===== config.mk =====
export PLATFORM = sky130hd
export DESIGN_NAME = controller
export DESIGN_NICKNAME = d
export VERILOG_FILES = /design/src/rtl/controller.sv
export SDC_FILE = /design/constraint.sdc
export NUM_CORES = 1
export LEC_CHECK = 0
export ABC_CLOCK_PERIOD_IN_PS = 2100
export CORE_UTILIZATION = 42
export CTS_CLUSTER_DIAMETER = 100
export CTS_CLUSTER_SIZE = 14
export DETAILED_ROUTE_END_ITERATION = 8
export GPL_ROUTABILITY_DRIVEN = 0
export HOLD_SLACK_MARGIN = 0.12
export MAX_ROUTING_LAYER = met4
export PLACE_DENSITY = 0.8
export RECOVER_POWER = 25
export SYNTH_ARGS = -nofsm -noshare
export SYNTH_HDL_FRONTEND = slang
export SYNTH_SLANG_ARGS = --single-unit

===== constraint.sdc =====
create_clock -name clk -period 2.1 [get_ports clk]
set_input_delay 0.42 -clock clk [delete_from_list [all_inputs] [get_ports clk]]
set_output_delay 0.42 -clock clk [all_outputs]
set_load 0.01 [all_outputs]

===== src/rtl/controller.sv =====
// Multicycle MIPS-style control unit: Moore FSM with registered datapath
// controls, plus combinational PC enable and ALU operation decode.
//
// Ports:
//   clk, reset        - rising-edge clock, synchronous active-high reset
//   op, funct         - instr[31:26] and instr[5:0] from the datapath
//   zero              - ALU zero flag, used only for beq
//   pcen              - PC write enable (pcwrite | branch & zero)
//   irwrite, regwrite - instruction register / register file writes
//   memwrite          - data memory write strobe
//   alusrca, iord     - ALU A select, memory address select
//   memtoreg, regdst  - writeback data / destination selects
//   alusrcb, pcsrc    - ALU B select, next PC select
//   alucontrol        - ALU operation
//   state             - current FSM state, for debug
module controller (
   input  logic       clk,
   input  logic       reset,
   input  logic [5:0] op,
   input  logic [5:0] funct,
   input  logic       zero,
   output logic       pcen,
   output logic       irwrite,
   output logic       regwrite,
   output logic       memwrite,
   output logic       alusrca,
   output logic       iord,
   output logic       memtoreg,
   output logic       regdst,
   output logic [1:0] alusrcb,
   output logic [1:0] pcsrc,
   output logic [2:0] alucontrol,
   output logic [3:0] state
);

   typedef enum logic [3:0] {
      FETCH   = 4'd0,
      DECODE  = 4'd1,
      MEMADR  = 4'd2,
      MEMRD   = 4'd3,
      MEMWB   = 4'd4,
      MEMWR   = 4'd5,
      RTYPEEX = 4'd6,
      RTYPEWB = 4'd7,
      BEQEX   = 4'd8,
      ADDIEX  = 4'd9,
      ADDIWB  = 4'd10,
      JEX     = 4'd11
   } state_t;

   localparam logic [5:0] OP_LW    = 6'b100011;
   localparam logic [5:0] OP_SW    = 6'b101011;
   localparam logic [5:0] OP_RTYPE = 6'b000000;
   localparam logic [5:0] OP_BEQ   = 6'b000100;
   localparam logic [5:0] OP_ADDI  = 6'b001000;
   localparam logic [5:0] OP_J     = 6'b000010;

   localparam logic [1:0] ALUOP_ADD   = 2'b00;
   localparam logic [1:0] ALUOP_SUB   = 2'b01;
   localparam logic [1:0] ALUOP_FUNCT = 2'b10;

   state_t     state_q, state_d;

   logic       pcwrite_q,  pcwrite_d;
   logic       branch_q,   branch_d;
   logic       irwrite_q,  irwrite_d;
   logic       regwrite_q, regwrite_d;
   logic       memwrite_q, memwrite_d;
   logic       alusrca_q,  alusrca_d;
   logic       iord_q,     iord_d;
   logic       memtoreg_q, memtoreg_d;
   logic       regdst_q,   regdst_d;
   logic [1:0] alusrcb_q,  alusrcb_d;
   logic [1:0] pcsrc_q,    pcsrc_d;
   logic [1:0] aluop_q,    aluop_d;

   // Next-state logic. op is read straight from the instruction register,
   // which holds steady from DECODE until the next FETCH.
   always_comb begin
      state_d = FETCH;
      case (state_q)
         FETCH: state_d = DECODE;
         DECODE: begin
            case (op)
               OP_LW,
               OP_SW:    state_d = MEMADR;
               OP_RTYPE: state_d = RTYPEEX;
               OP_BEQ:   state_d = BEQEX;
               OP_ADDI:  state_d = ADDIEX;
               OP_J:     state_d = JEX;
               default:  state_d = FETCH;
            endcase
         end
         MEMADR:  state_d = (op == OP_LW) ? MEMRD : MEMWR;
         MEMRD:   state_d = MEMWB;
         RTYPEEX: state_d = RTYPEWB;
         ADDIEX:  state_d = ADDIWB;
         default: state_d = FETCH;
      endcase
   end

   // Moore outputs are decoded from the state being entered and registered
   // alongside it, so they change on the same edge as state and are glitch
   // free while still matching the current state value.
   always_comb begin
      pcwrite_d  = 1'b0;
      branch_d   = 1'b0;
      irwrite_d  = 1'b0;
      regwrite_d = 1'b0;
      memwrite_d = 1'b0;
      alusrca_d  = 1'b0;
      iord_d     = 1'b0;
      memtoreg_d = 1'b0;
      regdst_d   = 1'b0;
      alusrcb_d  = 2'b00;
      pcsrc_d    = 2'b00;
      aluop_d    = ALUOP_ADD;
      case (state_d)
         FETCH: begin
            alusrcb_d = 2'b01;
            irwrite_d = 1'b1;
            pcwrite_d = 1'b1;
         end
         DECODE: begin
            alusrcb_d = 2'b11;
         end
         MEMADR,
         ADDIEX: begin
            alusrca_d = 1'b1;
            alusrcb_d = 2'b10;
         end
         MEMRD: begin
            iord_d = 1'b1;
         end
         MEMWB: begin
            memtoreg_d = 1'b1;
            regwrite_d = 1'b1;
         end
         MEMWR: begin
            iord_d     = 1'b1;
            memwrite_d = 1'b1;
         end
         RTYPEEX: begin
            alusrca_d = 1'b1;
            aluop_d   = ALUOP_FUNCT;
         end
         RTYPEWB: begin
            regdst_d   = 1'b1;
            regwrite_d = 1'b1;
         end
         BEQEX: begin
            alusrca_d = 1'b1;
            aluop_d   = ALUOP_SUB;
            pcsrc_d   = 2'b01;
            branch_d  = 1'b1;
         end
         ADDIWB: begin
            regwrite_d = 1'b1;
         end
         JEX: begin
            pcsrc_d   = 2'b10;
            pcwrite_d = 1'b1;
         end
         default: ;
      endcase
   end

   // State and output registers. Reset lands in FETCH with FETCH controls,
   // which also clears any write strobe caught mid-instruction.
   always_ff @(posedge clk) begin
      if (reset) begin
         state_q    <= FETCH;
         pcwrite_q  <= 1'b1;
         branch_q   <= 1'b0;
         irwrite_q  <= 1'b1;
         regwrite_q <= 1'b0;
         memwrite_q <= 1'b0;
         alusrca_q  <= 1'b0;
         iord_q     <= 1'b0;
         memtoreg_q <= 1'b0;
         regdst_q   <= 1'b0;
         alusrcb_q  <= 2'b01;
         pcsrc_q    <= 2'b00;
         aluop_q    <= ALUOP_ADD;
      end else begin
         state_q    <= state_d;
         pcwrite_q  <= pcwrite_d;
         branch_q   <= branch_d;
         irwrite_q  <= irwrite_d;
         regwrite_q <= regwrite_d;
         memwrite_q <= memwrite_d;
         alusrca_q  <= alusrca_d;
         iord_q     <= iord_d;
         memtoreg_q <= memtoreg_d;
         regdst_q   <= regdst_d;
         alusrcb_q  <= alusrcb_d;
         pcsrc_q    <= pcsrc_d;
         aluop_q    <= aluop_d;
      end
   end

   // ALU decode: funct only matters for R-type execute.
   always_comb begin
      alucontrol = 3'b010;
      case (aluop_q)
         ALUOP_ADD: alucontrol = 3'b010;
         ALUOP_SUB: alucontrol = 3'b110;
         ALUOP_FUNCT: begin
            case (funct)
               6'b100000: alucontrol = 3'b010;
               6'b100010: alucontrol = 3'b110;
               6'b100100: alucontrol = 3'b000;
               6'b100101: alucontrol = 3'b001;
               6'b101010: alucontrol = 3'b111;
               default:   alucontrol = 3'b010;
            endcase
         end
         default: alucontrol = 3'b010;
      endcase
   end

   // branch is only ever set in BEQEX, so zero is ignored elsewhere.
   assign pcen       = pcwrite_q | (branch_q & zero);
   assign irwrite    = irwrite_q;
   assign regwrite   = regwrite_q;
   assign memwrite   = memwrite_q;
   assign alusrca    = alusrca_q;
   assign iord       = iord_q;
   assign memtoreg   = memtoreg_q;
   assign regdst     = regdst_q;
   assign alusrcb    = alusrcb_q;
   assign pcsrc      = pcsrc_q;
   assign state      = state_q;

endmodule


Word level (Yosys, flattened, before mapping)
Index checks and enable logic that the tools add are counted.
{"block": "totals", "register_bits": 19, "elab_cells": 68, "output_inout_bits": 19}
{"block": "classes", "n_reduce_logical": 9, "bitwise": 2, "mux": 17, "n_eq_ne": 27}
{"operator": "$eq 6x6->1 const B", "count": 6}
{"operator": "$pmux 4 s6", "count": 1}
{"operator": "$eq 4x3->1 const B", "count": 5}
{"operator": "$eq 4x4->1 const B", "count": 5}
{"operator": "$pmux 4 s5", "count": 1}
{"operator": "$eq 4x2->1 const B", "count": 4}
{"operator": "$pmux 3 s4", "count": 1}
{"operator": "$mux 1", "count": 9}
{"operator": "$eq 4x1->1 const B", "count": 2}
{"operator": "$logic_not 4->1", "count": 2}
{"operator": "$pmux 2 s2", "count": 2}
{"operator": "$reduce_or 2->1", "count": 4}
{"operator": "$eq 6x2->1 const B", "count": 1}
{"operator": "$eq 6x3->1 const B", "count": 1}
{"operator": "$eq 6x4->1 const B", "count": 1}
{"operator": "$logic_not 6->1", "count": 1}
{"operator": "$pmux 2 s3", "count": 1}
{"operator": "$pmux 3 s2", "count": 1}
{"operator": "$reduce_or 4->1", "count": 1}
{"operator": "$mux 3", "count": 1}
{"operator": "$reduce_or 3->1", "count": 1}
{"operator": "$eq 2x1->1 const B", "count": 1}
{"operator": "$eq 2x2->1 const B", "count": 1}
{"operator": "$and 1x1->1", "count": 1}
{"operator": "$or 1x1->1", "count": 1}

Longest topological paths before layout
{"block": "depth", "depth_word": 7, "depth_mapped": 7, "mapped_depth_nobuf": 6}

Worst setup path before layout
OpenSTA, ideal clock, no wires.
{"block": "synth_timing", "path_kind": "input to register", "from": "in op[2]", "to": "reg alusrca_q (netlist: alusrca)", "path_stages": 6, "t_arrival_ps": 1869, "required_time_ps": 2026, "setup_time_ps": 74, "path_buffers": 1, "setup_slack_ps": 157, "path_cell_list": "buf_6 -> or4_4 -> o31ai_4 -> nand2_2 -> or3_1 -> a31oi_1"}
{"block": "synth_via", "elab_chain_len": 7, "elab_cells_between_ends": 16, "classes_between": "eq/ne: 9; mux: 4; reduce/logical: 3"}
{"item": "start, declared", "line": "19", "rtl": "input logic [5:0] op,"}
{"item": "$eq 6x6->1, on equally long branches", "line": "84, 94"}
{"item": "$reduce_or 2->1", "line": "84", "rtl": "case (op)"}
{"item": "$pmux 4 s5", "line": "84"}
{"item": "$pmux 4 s6 (*)", "line": "81", "rtl": "case (state_q)"}
{"item": "$eq 4x4->1, or another cell as far along", "line": "118", "rtl": "case (state_d)"}
{"item": "$reduce_or 4->1 (no source line) (*)"}
{"item": "$mux 1 (*)", "line": "118"}
{"item": "end signal, assigned", "line": "192", "rtl": "alusrca_q <= alusrca_d;"}
{"item": "end, declared", "line": "69", "rtl": "logic alusrca_q, alusrca_d;"}
Mark *: on every way between the ends. The rest lies on a longest branch, timed or not.
A chain may end at the register's enable or synchronous reset.

Final worst setup path
{"block": "layout_timing", "from": "in funct[4]", "to": "out alucontrol[0]"}
{"block": "layout_via", "elab_chain_len": 3, "elab_cells_between_ends": 6, "classes_between": "eq/ne: 4; mux: 2"}
{"item": "start, declared", "line": "20", "rtl": "input logic [5:0] funct,"}
{"item": "$eq 6x6->1", "line": "209", "rtl": "case (funct)"}
{"item": "$pmux 3 s4 (*)", "line": "209"}
{"item": "$pmux 3 s2 (*)", "line": "205", "rtl": "case (aluop_q)"}
{"item": "end, declared", "line": "32", "rtl": "output logic [2:0] alucontrol,"}
Marks and branches as above.

==> run metrics <==
Yosys reg bits 17; post-route setup slack 0.0530 ns; slowest cell delay on critical path 0.39 ns; first-pass GRT wire length 3220 um; Inserted Diodes 0; critical path's slowest cell clkdlybuf4s50_1; Arr. time, crit path 1.63 ns; worst slack, placed -0.435 ns; Combinational Power Share a little over a fifth; H-tree lvl count 1; cell count after placement between 150 and 200; clk buf depth 2; Die Wd around 48 um; setup violators final 0; grt ovf 0; synth warn 0; EDFF count, synth 0; I/O pin count 34; row count 16; slew at the pin closest to its max-slew limit 0.446 ns; syn_nets 118; Area after DPL around 0.0014 mm^2; Hold WS 0.617 ns; DRT Wirelength roughly 2300 um; commonest non-fill, non-tap cells in the layout buf_4, dfxtp_1, clkdlybuf4s50_1; Pwr Total 0.638 mW; clk sinks 17; DP HPWL roughly 1700 um; DRT antenna net count 0; Int Power between 0.4 and 0.5 mW; DR DRC count 0; Synth Instances 101; Non-Filler Instances 183; Power Density 444 mW/mm^2; Clock Latency Late Sink 0.28 ns; final-report hold violation count 0; GRT Total Usage a little over a fifth; fin util 72.5%; initial drt markers 16; largest net degree at the start of global routing 14; commonest non-fill, non-tap cell in the layout buf_4; cells taking the most area after synthesis dfxtp_1, nor2_1, nand4_1, inv_1, a21oi_1; DR WL met2 1210 um; Max rail drop VDD 0.000307 V; syn avg cell area 8.77 um^2; Crit. End Element output pin; top sig layer met4; total die area 0.00230 mm^2; register share of total power 52.8%; Peak Freq around 0.5 GHz; worst path cell trace clkdlybuf4s50_1, nand2b_4, nor4_4, buf_4, a32o_1, buf_2; final setup TNS 0 ns; Crit Path Category in -> out; Core Footprint 0.00198 mm^2; Layout area overhead 62.3%; vias in the first global route 808; Nets ~170; clock skew 0.00640 ns; final worst-path cycle share 97.5%; total CTS buffers 3; Worst Hold Class in -> reg; crit-path max FO 2; flop-to-flop setup slack 0.36 ns; Psw 0.158 mW; initial antenna violation count 0; starting density of the core 44.7%; Worst-path clk slew 0.09 ns; ys flop type dfxtp_1; Vias about 960; Async S/R FF share, synth 0%; via/cell ratio 5.23; nature of the critical path startpoint input pin; wire length on met1 896 um; cell taking the most area after synthesis dfxtp_1; maxcap violations 0; routed wl met3 116 um; Mapped Area between 800 and 900 um^2; count of different cell masters after synthesis 38; Clk pwr share 26.0%; CTS root buffer clkbuf_4; Switching Fraction between 20% and 30%; hold-fix buffer count after cts 0; Pre-Repair DR Iteration Count 4; CTS tree built; layout cells sized above 1 26.9%; post-layout min period around 2.0 ns; post-synth top area share 38.4%; post-synthesis sequential area ratio 38.4%; Leak 0.603 nW; Port Buffers 33; Pins Over Slew Limit 0; WP buf/inv 3; outcome finished clean; Die Y-Extent 47.9 um; delay-heaviest family, CP buffers and inverters; Required @ worst endpoint 1.68 ns; unrepaired setup endpoints after global routing yes; post-route design area roughly 0.0014 mm^2; Slew HR 70.2%; routed len/inst ~12 um
==> power by group through the flow <==
stage	Combinational [mW]	Clock [mW]	Sequential [mW]
3_3_place_gp	0.125	0	0.344
6_report	0.135	0.166	0.337
5_1_grt	0.146	0.189	0.338
4_1_cts	0.136	0.172	0.337
3_5_place_dp	0.128	0	0.344
2_1_floorplan	0.0528	0	0.346
==> registers in the layout, indices dropped and copies added (netlist names) <==
register and cells:
state 4, alusrcb 2, pcsrc 2, aluop_q 1, alusrca 1, iord 1, irwrite 1, memtoreg 1
memwrite 1, pcwrite_q 1, regdst 1, regwrite 1
==> worst min-delay path: stages <==
cell	delay, ns
dlygate4sd2_1	0.22
buf_4	0.16
nor3_1	0.06
==> kinds of logic after synthesis <==
family	count (synthesis)	synth area share [%]
AND/OR/NAND/NOR	43	28.7
AO/OA/AOI/OAI	23	19.5
flip-flops	17	38.4
buffers and inverters	14	8.61
XOR/XNOR	2	1.98
adder cells (fa/ha/maj)	2	2.82
==> final timing paths <==
path	from	cells past startpoint	endpoint
max	funct[4]	6	alucontrol[0]
min	op[2]	3	aluop_q[1]
max reg2reg	state[1]	5	alusrca
min reg2reg	state[2]	2	regdst
==> cells in the mapped netlist (all sizes together) (2+ instances only) <==
cell,instances
dfxtp,17
nor2,11
inv,9
a21oi,6
nand4,6
buf,5
nand2b,4
or2,4
nor3b,3
o211ai,3
o21ai,3
a31oi,2
ha,2
nand2,2
nor2b,2
nor3,2
nor4,2
xnor2,2
==> layout make-up <==
type	instances	area, um^2
clock buffers	3	22.5
clock inverters	1	5.00
fillers	156	544
inverters	9	33.8
multi-input cells	70	514
flip-flops and latches	17	340
well taps	27	33.8
repair buffers	56	488
==> repair_timing <==
item / CTS / global route
setup buffers: 4 / 1
pin swaps: 8 / 6
setup endpoints to repair: 5 / 4
gates resized for setup: 22 / 2
==> per-layer routing <==
| metal | track usage [%] | up-vias |
|---|---|---|
| met1 | 21.4 | 439 |
| met4 | 8.33 | 0 |
| li1 | - | 476 |
| met5 | - | - |
| met3 | 3.40 | 6 |
| met2 | 39.5 | 37 |
No activity file was read; power rests on OpenSTA's default activity.
==> patch 1, RTL diff (config.mk and constraints unchanged) <==
The output `pcsrc` loses its register stage (`pcsrc_q` becomes a continuous assignment).
--- a/src/rtl/controller.sv
+++ b/src/rtl/controller.sv
@@ -181,5 +181,4 @@
          regdst_q   <= 1'b0;
          alusrcb_q  <= 2'b01;
-         pcsrc_q    <= 2'b00;
          aluop_q    <= ALUOP_ADD;
       end else begin
@@ -195,8 +194,9 @@
          regdst_q   <= regdst_d;
          alusrcb_q  <= alusrcb_d;
-         pcsrc_q    <= pcsrc_d;
          aluop_q    <= aluop_d;
       end
    end
+
+   assign pcsrc_q = pcsrc_d;
 
    // ALU decode: funct only matters for R-type execute.
Check against the original RTL: not equivalent (Yosys sat finds a counterexample within 4 cycles, from zero or initial values and one cycle with reset high).
==> patch 1 against the original RTL <==
The run now ends with setup timing left; sequential cell count decreased by 1; setup slack worse by 0.18 ns; area after synthesis is 3.7% lower; critical path depth up 1; utilization up 18 points; cell area increased by 15%; wire length is 68% higher; power rose by 8.2%; sequential share of layout area fell by 3.6 points; fmax fell by 8.1%; non-clock buffer count up 19; clock power is 24% higher.
==> patch 1: results (changes against the original RTL) <==
* Met1 wire length at 1.32 mm (+47%)
* Largest net degree at the start of global routing at 11 (-3)
* CP delay by family, top: simple AND/OR/NAND/NOR gates
* Synthesized Nets at 113 (-4.2%)
* Status: finished with violations
* Critical Path Slowest Stage Cell: o311a_4
* Initial drt markers at 60 (+44)
* CP max FO at 4 (+2)
* Total Wirelength at 3.80 mm (+68%)
* Vias per cell at 5.81 (+11%)
* First-pass GRT wire length at 4.98 mm (+55%)
* Fraction of layout cells with a size suffix above 1 at 46.7% (+20 points)
* Gr usage total at 34.1% (+13 points)
* Sequential-to-total area share from yosys stat at 37.5% (-0.88 points)
* CTS Buf Count at 3 (unchanged)
* Wire per inst at 19.6 um (+58%)
* Worst clock skew at 0.0130 ns (+0.00658 ns)
* Met2 WL at 1.90 mm (+57%)
* WL met3 at 372 um (+220%)
* Top cells by area, synth: dfxtp_1, nor2_1, nand2b_1
* Max incr delay on CP at 0.37 ns (-0.02 ns)
* Failing checks: setup timing
* CTS H-Tree Depth at 1 (unchanged)
* Worst-Skew Late Latency at 0.30 ns (+0.02 ns)
* Initial antenna violation count at 0 (unchanged)
* Critical path arrival at 1.81 ns (+0.18 ns)
* Setup WS post-layout at -0.127 ns (-0.180 ns)
* Clock transition at path regs at 0.09 ns (about the same)
* Root cell of the clock tree: clkbuf_4
* Leakage at 0.704 nW (+17%)
* Distinct cells, synth at 40 (+5.3%)
* Vias in the first global route at 1102 (+36%)
* Setup Viol. Count Final at 2 (+2)
* Peak VDD IR at 0.659 mV (+110%)
* Dpl ws at -0.946 ns (-0.512 ns)
* Slew @ Worst Pin at 0.313 ns (-0.134 ns)
* Layout net count at 187 (+7.5%)
* Max clock buf depth at 2 (unchanged)
* Post-Place Cells at 180 (+2.9%)
* Most frequent cells after synthesis: dfxtp_1, nor2_1, inv_1
* Detailed placement HPWL at 2.07 mm (+22%)
* Gate Count Post-Synth at 96 (-5.0%)
patch 1: layout make-up:
cell class	count	area, um2
clock buffer	4	36.3
fill	83	173
inverter	7	26.3
multi-input combinational	67	604
sequential	16	330
tap	25	31.3
timing repair buffer	75	619
patch 1: layer usage:
| metal | GRT usage, % | vias up |
|---|---|---|
| met2 | 61.4 | 91 |
| met5 | - | - |
| met3 | 9.23 | 24 |
| li1 | - | 498 |
| met1 | 35.2 | 515 |
| met4 | 12.0 | 0 |
patch 1: timing repair:
action | CTS | global route
pin swaps | 11 | 5
resized for setup | 62 | 12
setup endpoints to repair | 12 | 4
buffers inserted | 8 | 2
patch 1: kinds of logic (layout without fill, tap and decap cells):
family,Yosys count,count (layout),share of synthesized area (%)
simple gates,44,44,29.6
compound gates,20,20,21.0
flops,16,16,37.5
buf+inv,13,86,7.92
fa+ha+maj,2,2,2.93
xor+xnor,1,1,1.03
patch 1: worst register-to-register path, cell delays in order, from the launching register on:
cell and delay (ns):
dfxtp_2 0.38, nor4_4 0.24, nand2_2 0.13, o311a_4 0.37
buf_4 0.15, buf_4 0.14, a41oi_2 0.25, o21ai_0 0.15
patch 1: stage by stage:
step                      cell area, um2  power [mW]  TNS, ns
after detailed placement            1430       0.457    -7.63
after CTS                           1600       0.677   -0.213
final                               1650       0.690   -0.253
after global placement              1430       0.453    -7.17
after global routing                1650       0.714   -0.353
after floorplan                      868       0.379  -0.0295
patch 1: power by group:
part	internal [mW]	switching, mW
sequential	0.311	0.00806
combinational	0.0896	0.0748
clock	0.106	0.101
total	0.506	0.184
patch 1: worst paths after layout:
| kind | startpoint | to | slack [ns] | depth (start not counted) |
|---|---|---|---|---|
| max reg2reg | state[0]$_SDFF_PP0_ | alusrcb[0]$_SDFF_PP1_ | 0.16 | 7 |
| max | op[4] | pcsrc[1] | -0.13 | 7 |
| min | op[2] | aluop_q[1]$_SDFF_PP0_ | 0.68 | 5 |
| min reg2reg | state[0]$_SDFF_PP0_ | alusrcb[0]$_SDFF_PP1_ | 0.77 | 2 |
==> patch 2, RTL diff (config.mk and constraints unchanged) <==
Without the edit above. Register the output `alucontrol`, cleared by the reset; this adds one clock of latency there. The other outputs are not delayed to match.
--- a/src/rtl/controller.sv
+++ b/src/rtl/controller.sv
@@ -60,4 +60,6 @@
    localparam logic [1:0] ALUOP_FUNCT = 2'b10;
 
+   logic [2:0] alucontrol_d;
+
    state_t     state_q, state_d;
 
@@ -202,19 +204,19 @@
    // ALU decode: funct only matters for R-type execute.
    always_comb begin
-      alucontrol = 3'b010;
+      alucontrol_d = 3'b010;
       case (aluop_q)
-         ALUOP_ADD: alucontrol = 3'b010;
-         ALUOP_SUB: alucontrol = 3'b110;
+         ALUOP_ADD: alucontrol_d = 3'b010;
+         ALUOP_SUB: alucontrol_d = 3'b110;
          ALUOP_FUNCT: begin
             case (funct)
-               6'b100000: alucontrol = 3'b010;
-               6'b100010: alucontrol = 3'b110;
-               6'b100100: alucontrol = 3'b000;
-               6'b100101: alucontrol = 3'b001;
-               6'b101010: alucontrol = 3'b111;
-               default:   alucontrol = 3'b010;
+               6'b100000: alucontrol_d = 3'b010;
+               6'b100010: alucontrol_d = 3'b110;
+               6'b100100: alucontrol_d = 3'b000;
+               6'b100101: alucontrol_d = 3'b001;
+               6'b101010: alucontrol_d = 3'b111;
+               default:   alucontrol_d = 3'b010;
             endcase
          end
-         default: alucontrol = 3'b010;
+         default: alucontrol_d = 3'b010;
       endcase
    end
@@ -233,4 +235,12 @@
    assign state      = state_q;
 
+   always_ff @(posedge clk) begin
+      if (reset) begin
+         alucontrol <= '0;
+      end else begin
+         alucontrol <= alucontrol_d;
+      end
+   end
+
 endmodule
 
Behaviour: not the same (Yosys sat finds a counterexample within 4 cycles, from zero or initial values and one cycle with reset high).
==> patch 2 against the original RTL <==
Global-route usage increased by 2.5 points; cell area increased by 7.0%; setup slack improved by 0.011 ns; area after synthesis increased by 6.6%; synthesized cell count increased by 2.0%; sequential cell count increased by 3; power increased by 34%; wire length increased by 13%; critical endpoint is now pcwrite_q$_SDFF_PP1_.
==> patch 2: results (changes against the original RTL) <==
* Vias in the first global route at 953 (+18%)
* Largest net degree at the start of global routing at 15 (+1)
* Synth Area in Compound Gates at 19.9% (+0.38 points)
* Worst clock skew at 0.00638 ns (-0.0000126 ns)
* XOR/XNOR share of the synthesized area at 1.85% (-0.12 points)
* Initial drt markers at 18 (+2)
* Synthesized Nets at 120 (+1.7%)
* Most frequent cells after synthesis: dfxtp_1, nor2_1, inv_1
* Adder-Cell Fraction of Synth Area at 2.65% (-0.18 points)
* Peak VDD IR at 0.466 mV (+52%)
* CP max FO at 4 (+2)
* Top cells by area, synth: dfxtp_1, nor2_1, inv_1
* Gr usage total at 23.6% (+2.5 points)
* Slew @ Worst Pin at 0.587 ns (+0.141 ns)
* Wire per inst at 14.0 um (+13%)
* Met2 WL at 1.41 mm (+16%)
* Clock transition at path regs at 0.11 ns (+0.02 ns)
* Critical path arrival at 2.23 ns (+0.60 ns)
* CP delay by family, top: compound AO/OA/AOI/OAI gates
* WL met3 at 139 um (+20%)
* Max incr delay on CP at 0.55 ns (+0.16 ns)
* Hold Path Class: reg -> reg
* Fraction of layout cells with a size suffix above 1 at 27.6% (+0.64 points)
* Setup crit start: op[0]
* Status: completed
==> patch 2: cell types whose count changed in the layout (fill, tap and decap cells not counted), sizes merged, moves of 3 or more <==
cell	unedited run	this run
a21oi	6	2
buf	26	18
clkdlybuf4s50	17	21
dfxtp	17	20
nand2	2	6
nand2b	4	0
nand4	6	0
nor3	2	5
==> patch 2: cell families after synthesis <==
group,after synthesis
buffers and inverters,11
XOR/XNOR,2
adder cells (fa/ha/maj),2
AO/OA/AOI/OAI,25
flip-flops,20
AND/OR/NAND/NOR,42
multiplexers,1
==> patch 2: power by group <==
| group | total [mW] | leakage, nW | switching [mW] | internal [mW] |
|---|---|---|---|---|
| Sequential | 0.394 | 0.163 | 0.00409 | 0.390 |
| Combinational | 0.149 | 0.435 | 0.0681 | 0.0813 |
| Clock | 0.312 | 0.0279 | 0.120 | 0.193 |
==> patch 2: tightest hold or removal path, stage by stage, from the launching register on <==
cell and delay (ns):
dfxtp_1 0.35, ha_1 0.15, nor3_1 0.06
==> patch 2: final cells by class <==
| class | instances | area (um2) |
|---|---|---|
| Inverter | 8 | 30.0 |
| Multi-Input combinational cell | 72 | 556 |
| Fill cell | 160 | 503 |
| Clock inverter | 1 | 30.0 |
| Tap cell | 27 | 33.8 |
| Clock buffer | 3 | 22.5 |
| Sequential cell | 20 | 400 |
| Timing Repair Buffer | 52 | 467 |
==> patch 2: worst min-delay path by stage <==
| stage | start | endpoint | slack [ns] |
|---|---|---|---|
| global route | aluop_q[1]$_SDFF_PP0_ | alucontrol[2]$_SDFF_PP0_ | 0.64 |
| finish | aluop_q[1]$_SDFF_PP0_ | alucontrol[2]$_SDFF_PP0_ | 0.59 |
| global placement | aluop_q[1]$_SDFF_PP0_ | alucontrol[2]$_SDFF_PP0_ | 0.56 |
| floorplan | reset | alucontrol[0]$_SDFF_PP0_ | 0.50 |
| detailed placement | aluop_q[1]$_SDFF_PP0_ | alucontrol[2]$_SDFF_PP0_ | 0.56 |
| CTS | aluop_q[1]$_SDFF_PP0_ | alucontrol[2]$_SDFF_PP0_ | 0.59 |
==> patch 2: metrics by stage <==
step	instances	setup slack (ns)	area [um2]	hold slack (ns)
3_5_place_dp	179	-0.552	1440	0.565
5_1_grt	183	0.00635	1540	0.637
3_3_place_gp	179	-0.450	1440	0.556
4_1_cts	183	0.0750	1530	0.587
6_report	183	0.0643	1540	0.590
2_1_floorplan	103	0.00561	952	0.496
==> patch 2: routing by layer <==
layer | global-route usage (%) | vias up
li1 | - | 479
met3 | 4.05 | 12
met2 | 43.4 | 50
met4 | 8.10 | 0
met5 | - | -
met1 | 25.2 | 464
==> patch 2: what timing repair did <==
action / 4_1_cts / 5_1_grt
gates resized for setup: 17 / 2
endpoints found under the setup margin: 14 / 1
pin swaps: 8 / 0
